<file path="config.mk">
export PLATFORM = sky130hd
export DESIGN_NAME = regfile_wb_queue
export DESIGN_NICKNAME = d
export VERILOG_FILES = /design/src/rtl/regfile_wb_queue_pkg.sv /design/src/rtl/regfile_wb_fifo_mem.sv /design/src/rtl/regfile_wb_queue.sv
export SDC_FILE = /design/constraint.sdc
export NUM_CORES = 1
export LEC_CHECK = 0
export CAP_MARGIN = 5
export CORE_MARGIN = 1
export CORE_UTILIZATION = 40
export DETAILED_ROUTE_END_ITERATION = 7
export PLACE_DENSITY_LB_ADDON = 0.2
export RECOVER_POWER = 50
export SYNTH_ARGS = -nofsm -noshare
export SYNTH_HDL_FRONTEND = slang
export SYNTH_SLANG_ARGS = --single-unit
</file>
<file path="constraint.sdc">
create_clock -name clock -period 5 [get_ports clock]
set_input_delay 0.5 -clock clock [delete_from_list [all_inputs] [get_ports clock]]
set_output_delay 0.5 -clock clock [all_outputs]
set_load 0.005 [all_outputs]
</file>
<file path="src/rtl/regfile_wb_queue_pkg.sv">
// Shared configuration for the register-file write-back queue: register geometry,
// the queued entry type and a one-hot helper for the pending bitmap.
package regfile_wb_queue_pkg;

   localparam int unsigned WIDTH    = 32;
   localparam int unsigned NR_REG   = 32;
   localparam int unsigned IDX_W    = $clog2(NR_REG);
   localparam int unsigned WB_DEPTH = 8;

   typedef logic [IDX_W-1:0] reg_idx_t;

   typedef struct packed {
      reg_idx_t         rd;
      logic [WIDTH-1:0] data;
   } wb_entry_t;

   function automatic logic [NR_REG-1:0] reg_onehot(input reg_idx_t r);
      logic [NR_REG-1:0] oh;
      oh    = '0;
      oh[r] = 1'b1;
      return oh;
   endfunction

endpackage

</file>
<file path="src/rtl/regfile_wb_fifo_mem.sv">
// Write-back queue storage: DEPTH entries, two write ports, two read ports, plus a
// view of every entry's destination index for the pending bitmap. No reset needed.
module regfile_wb_fifo_mem
   import regfile_wb_queue_pkg::*;
#(
   parameter int unsigned DEPTH = WB_DEPTH
) (
   input  logic                     clock,
   input  logic                     we_a,
   input  logic [$clog2(DEPTH)-1:0] waddr_a,
   input  wb_entry_t                wdata_a,
   input  logic                     we_b,
   input  logic [$clog2(DEPTH)-1:0] waddr_b,
   input  wb_entry_t                wdata_b,
   input  logic [$clog2(DEPTH)-1:0] raddr_a,
   input  logic [$clog2(DEPTH)-1:0] raddr_b,
   output wb_entry_t                rdata_a,
   output wb_entry_t                rdata_b,
   output reg_idx_t                 rd_all [DEPTH]
);

   wb_entry_t mem_q [DEPTH];
   wb_entry_t mem_d [DEPTH];

   // The two write addresses are always distinct (tail and tail+1).
   always_comb begin
      mem_d = mem_q;
      if (we_a) mem_d[waddr_a] = wdata_a;
      if (we_b) mem_d[waddr_b] = wdata_b;
   end

   always_ff @(posedge clock) begin
      mem_q <= mem_d;
   end

   assign rdata_a = mem_q[raddr_a];
   assign rdata_b = mem_q[raddr_b];

   always_comb begin
      for (int i = 0; i < DEPTH; i++) rd_all[i] = mem_q[i].rd;
   end

endmodule

</file>
<file path="src/rtl/regfile_wb_queue.sv">
// In-order write-back queue feeding the dual-write-port register file: up to two
// results accepted and two retired per cycle, with a pending-write bitmap for issue.
module regfile_wb_queue
   import regfile_wb_queue_pkg::*;
#(
   parameter int unsigned DEPTH = WB_DEPTH
) (
   input  logic                   clock,
   input  logic                   reset,
   input  logic                   in0_valid,
   input  logic [IDX_W-1:0]       in0_rd,
   input  logic [WIDTH-1:0]       in0_data,
   input  logic                   in1_valid,
   input  logic [IDX_W-1:0]       in1_rd,
   input  logic [WIDTH-1:0]       in1_data,
   output logic                   in_ready,
   input  logic                   wb_stall,
   input  logic                   flush,
   output logic                   wen1,
   output logic [IDX_W-1:0]       rd1,
   output logic [WIDTH-1:0]       wdata1,
   output logic                   wen2,
   output logic [IDX_W-1:0]       rd2,
   output logic [WIDTH-1:0]       wdata2,
   output logic [NR_REG-1:0]      pending,
   output logic [$clog2(DEPTH):0] count
);

   localparam int unsigned PTR_W = $clog2(DEPTH);
   localparam int unsigned CNT_W = PTR_W + 1;
   localparam logic [CNT_W-1:0] DEPTH_C = CNT_W'(DEPTH);

   logic [PTR_W-1:0] head_q, head_d;
   logic [PTR_W-1:0] tail_q, tail_d;
   logic [CNT_W-1:0] count_q, count_d;

   logic             accept;
   logic             drain_en;
   logic [1:0]       nenq;
   logic [1:0]       ndeq;
   logic             slot1, slot2, same_rd;

   logic             we_a, we_b;
   logic [PTR_W-1:0] waddr_a, waddr_b;
   wb_entry_t        wdata_a, wdata_b;
   wb_entry_t        e_head, e_next;
   reg_idx_t         rd_all [DEPTH];
   logic [PTR_W-1:0] offset;

   regfile_wb_fifo_mem #(.DEPTH(DEPTH)) u_mem (
      .clock   (clock),
      .we_a    (we_a),
      .waddr_a (waddr_a),
      .wdata_a (wdata_a),
      .we_b    (we_b),
      .waddr_b (waddr_b),
      .wdata_b (wdata_b),
      .raddr_a (head_q),
      .raddr_b (head_q + PTR_W'(1)),
      .rdata_a (e_head),
      .rdata_b (e_next),
      .rd_all  (rd_all)
   );

   // Registered count only: a same-cycle dequeue does not free space.
   assign in_ready = (DEPTH_C - count_q) >= CNT_W'(2);
   assign count    = count_q;

   // A lone in1 is compacted into the tail slot.
   always_comb begin
      accept  = in_ready && !flush;
      we_a    = accept && in0_valid;
      waddr_a = tail_q;
      wdata_a = '{rd: in0_rd, data: in0_data};
      we_b    = accept && in1_valid;
      waddr_b = in0_valid ? tail_q + PTR_W'(1) : tail_q;
      wdata_b = '{rd: in1_rd, data: in1_data};
      nenq    = {1'b0, we_a} + {1'b0, we_b};
   end

   // A same-destination pair writes only the younger value, independent of
   // whatever port priority the register file has.
   always_comb begin
      drain_en = !wb_stall && !flush;
      if (!drain_en)                     ndeq = 2'd0;
      else if (count_q >= CNT_W'(2))     ndeq = 2'd2;
      else                               ndeq = count_q[1:0];
      slot1   = ndeq != 2'd0;
      slot2   = ndeq == 2'd2;
      same_rd = slot2 && (e_head.rd == e_next.rd);
      wen1    = slot1 && (e_head.rd != '0) && !same_rd;
      wen2    = slot2 && (e_next.rd != '0);
      rd1     = e_head.rd;
      wdata1  = e_head.data;
      rd2     = e_next.rd;
      wdata2  = e_next.data;
   end

   always_comb begin
      count_d = count_q + CNT_W'(nenq) - CNT_W'(ndeq);
      head_d  = head_q + PTR_W'(ndeq);
      tail_d  = tail_q + PTR_W'(nenq);
      if (flush) begin
         count_d = '0;
         head_d  = tail_q;
         tail_d  = tail_q;
      end
   end

   always_ff @(posedge clock or negedge reset) begin
      if (!reset) begin
         head_q  <= '0;
         tail_q  <= '0;
         count_q <= '0;
      end else begin
         head_q  <= head_d;
         tail_q  <= tail_d;
         count_q <= count_d;
      end
   end

   // An entry is live when its distance from head is below the occupancy.
   always_comb begin
      pending = '0;
      offset  = '0;
      for (int i = 0; i < DEPTH; i++) begin
         offset = PTR_W'(i) - head_q;
         if ({1'b0, offset} < count_q) pending = pending | reg_onehot(rd_all[i]);
      end
      pending[0] = 1'b0;
   end

endmodule
</file>
==> out/summary.txt, run 1 <==
Sequential fraction of the synthesis area: 0.297
Async S/R FF share, synth: 0.0327
Area grow syn2layout: 14.6%
First-pass GRT wire length: 132000 µm
Vias in the first global route: 20.7k
Max-cap violations: 4
Cell Chain, Critical Path: inv_1 > ha_1 > a21oi_1 > o21ai_0 > a21oi_1 > nor2_1 > a2111oi_0 > nand3_1 > clkdlybuf4s50_1
Initial antenna violation count: 7
Drt pass-1 iters: 8
Ys Warns: 0
Peak Freq: 206 MHz
CTS H-tree depth: 2
Setup WS post-layout: 0.139 ns
Failing checks: capacitance limit, slew limit
Flop and latch count out of synthesis: 306
Mapped Avg Cell Area: 7.58 µm²
GP Congestion: 1.04
EDFF count, synth: 0
Die H: 230 µm
Synth Area in Simple Gates: 0.295
Crit Path Class: register to primary output
Mux share of post-synthesis cell area: 0.162
CP top delay family: compound AO/OA/AOI/OAI gates
Largest net degree at the start of global routing: 129
CTS Sinks: 306
Crit path arrival time: 4.36 ns
Mapped Area: 20800 µm²
Root Driver: clkbuf_16
Worst IR Drop VDD: 562 µV
Critical Path Start Type: register
Max incr delay on CP: 0.86 ns
IO Pins: 193
Cts hold-fix bufs: 0
Pwr per Cell Area: 871 nW/µm²
Slew HR: -0.254
Total track usage: 0.331
Fin crit share: 0.972
Synth area leaders: dfxtp_1, nand2_1, mux4_2, a31oi_1, nor2_1
Die W: 230 µm
Clock Pin Slew Worst Setup and Hold Paths: 0.06 ns
Tmin final: 4.86 ns
Crit end category: primary output
CP max-delay cell: a2111oi_0
DRC viols: 0
Via density: 6.27
Initial DRC Count: 2415
FILL cells: 5044
Total grt overflow: 0
Layout net count: 2854
Outcome: complete, but fails checks
Crit path buf inv count: 2
Commonest non-fill, non-tap cell in the layout: nand2_1
Post-synth top area share: 0.285
Post-Synth XOR/XNOR Area: 0.00709
I/O Buffers: 191
Worst hold path class: input pin to asynchronous set/reset pin
Place WS: 0.669 ns
Clock skew: 0.0213 ns
Final setup fails: 0
Max Buffers Root-to-Sink: 3
TritonCTS buffer count: 36
Area of the core: 51400 µm²
Critical-path maximum fanout: 8
Main flop type after synthesis: dfxtp_1
Sum Neg Setup Slack: 0 ns
WL/cell: 26.1 µm
Commonest cells after routing, fill and taps aside: nand2_1, nor2_1, a31oi_1, dfxtp_1, clkdlybuf4s50_1
ANT nets after route: 0
Starting Density: 0.405
Worst-Skew Late Latency: 0.57 ns
Vias: 21.7k
Cell variety after synth: 73
Most common cell on crit path: a21oi_1
Hold WS: 0.346 ns
Leading area contributor after synthesis: dfxtp_1
Syn Nets: 2856
Synthesized-area fraction occupied by adder cells: 0.0195
# rows: 83
Synth Area in Compound Gates: 0.146
WP data required: 4.50 ns
Static Leakage: 9.59 nW
Cells after Synth: 2746
Die area: 53000 µm²
Final Slew Violations: 136
Routed wire length: 89900 µm
Largest family of logic cells by synthesized area: simple AND/OR/NAND/NOR gates
TritonCTS clock tree: built
Worst slew pin tran: 1.88 ns
RSZ-0062 raised after global routing: no
Fraction of layout cells with a size suffix above 1: 0.107
Post-DP HPWL: 55900 µm
Final Hold Fails: 0
flip-flops by register name, summed over array words and instances, names as in the netlist:
signal / flops
count: 4
head_q: 3
tail_q: 3
u_mem.mem_q: 256
u_mem.rd_all: 40
cells by family (layout without fill, tap and decap cells):
kind of cell / Yosys count / count (layout)
buffers and inverters: 334 / 354
AOI/OAI and AO/OA: 448 / 448
adders and majority gates: 30 / 30
xor gates and xnor gates: 16 / 16
muxes: 157 / 157
other: 1 / 6
DFF: 306 / 306
and+or+nand+nor: 1454 / 1454
synth_stat cells, types with 7 or more instances:
cell / count
nand2_1: 868
nor2_1: 364
a31oi_1: 297
dfxtp_1: 296
mux4_2: 144
clkbuf_1: 114
buf_2: 69
buf_1: 65
inv_1: 43
nor3b_1: 42
buf_4: 34
nand3_1: 31
a22oi_1: 27
ha_1: 26
a2111oi_0: 18
a21oi_1: 18
and3_1: 17
nand3b_1: 17
nor3_1: 16
nand4_1: 14
and3b_1: 12
nor2b_1: 12
a211oi_1: 10
dfrtp_1: 10
a21o_1: 9
a221oi_1: 9
mux2i_1: 9
xor2_1: 9
nand2b_1: 8
o22ai_1: 8
a32oi_1: 7
and2_1: 7
buf_6: 7
o211ai_1: 7
or2_2: 7
worst paths after layout:
kind / cells after the start / slack (ns) / to / start
worst max-delay path: 9 / 0.14 / pending[7] / head_q[1]$_DFF_PN0_
worst max register to register: 8 / 0.25 / u_mem.mem_q[66]$_DFF_P_ / count[3]$_DFF_PN0_
worst min-delay path: 1 / 0.35 / tail_q[2]$_DFFE_PN0N_ / reset
max in group asynchronous: 1 / 4.28 / head_q[0]$_DFF_PN0_ / reset
worst min register to register: 2 / 0.48 / u_mem.mem_q[51]$_DFF_P_ / u_mem.mem_q[51]$_DFF_P_
min in group clock: 2 / 0.48 / u_mem.mem_q[51]$_DFF_P_ / u_mem.mem_q[51]$_DFF_P_
stage by stage:
step	power, mW	cells	utilization	cell area (µm²)
2_1_floorplan	12.5	2746	-	20800
3_3_place_gp	17.7	3386	0.443	22800
3_5_place_dp	17.9	3386	0.443	22800
4_1_cts	20.6	3446	0.465	23900
5_1_grt	21.9	3448	0.464	23900
6_report	20.8	3451	0.464	23900
worst register-to-register path: stages (launching register included):
cell	delay [ns]
dfrtp_1	0.37
clkbuf_1	0.46
or4_1	0.69
a41oi_1	0.53
nand2_1	0.33
nor2_1	1.25
clkbuf_4	0.73
nand2_1	0.12
a31oi_1	0.21
power breakdown:
group	internal (mW)	leakage, nW	total [mW]	switching [mW]
clock network	1.55	0.577	2.65	1.11
registers	3.78	2.62	5.52	1.74
logic	6.04	6.40	12.6	6.56
total	11.4	9.59	20.8	9.41
layer usage:
metal / GRT usage / wire length [µm] / share of wire
met3: 0.0743 / 9110 / 0.10
met1: 0.415 / 35000 / 0.39
met2: 0.530 / 40900 / 0.45
met5: 0 / 41 / 0.00046
met4: 0.175 / 4860 / 0.054
layout make-up:
class / count / area (µm²) / share of cell area
clock inverter: 5 / 40.0 / 0.00168
antenna: 5 / 12.5 / 0.000524
sequential: 306 / 6180 / 0.259
timing repair buffer: 249 / 2350 / 0.0985
inverter: 45 / 169 / 0.00708
clock buffer: 55 / 1120 / 0.0471
tap: 680 / 851 / 0.0356
multi-input combinational: 2106 / 13100 / 0.550
timing repair:
item	4_1_cts	5_1_grt
resized for setup	0	4
setup buffers	0	0
endpoints found under the setup margin	0	12
Power figures use the tool's default switching activity.
==> run 2: changes to the inputs <==
Settings changed: ABC_CLOCK_PERIOD_IN_PS set to 5000.
==> results of run 2 <==
Same layout as run 1: the final DEF is identical, and so are final timing and power.
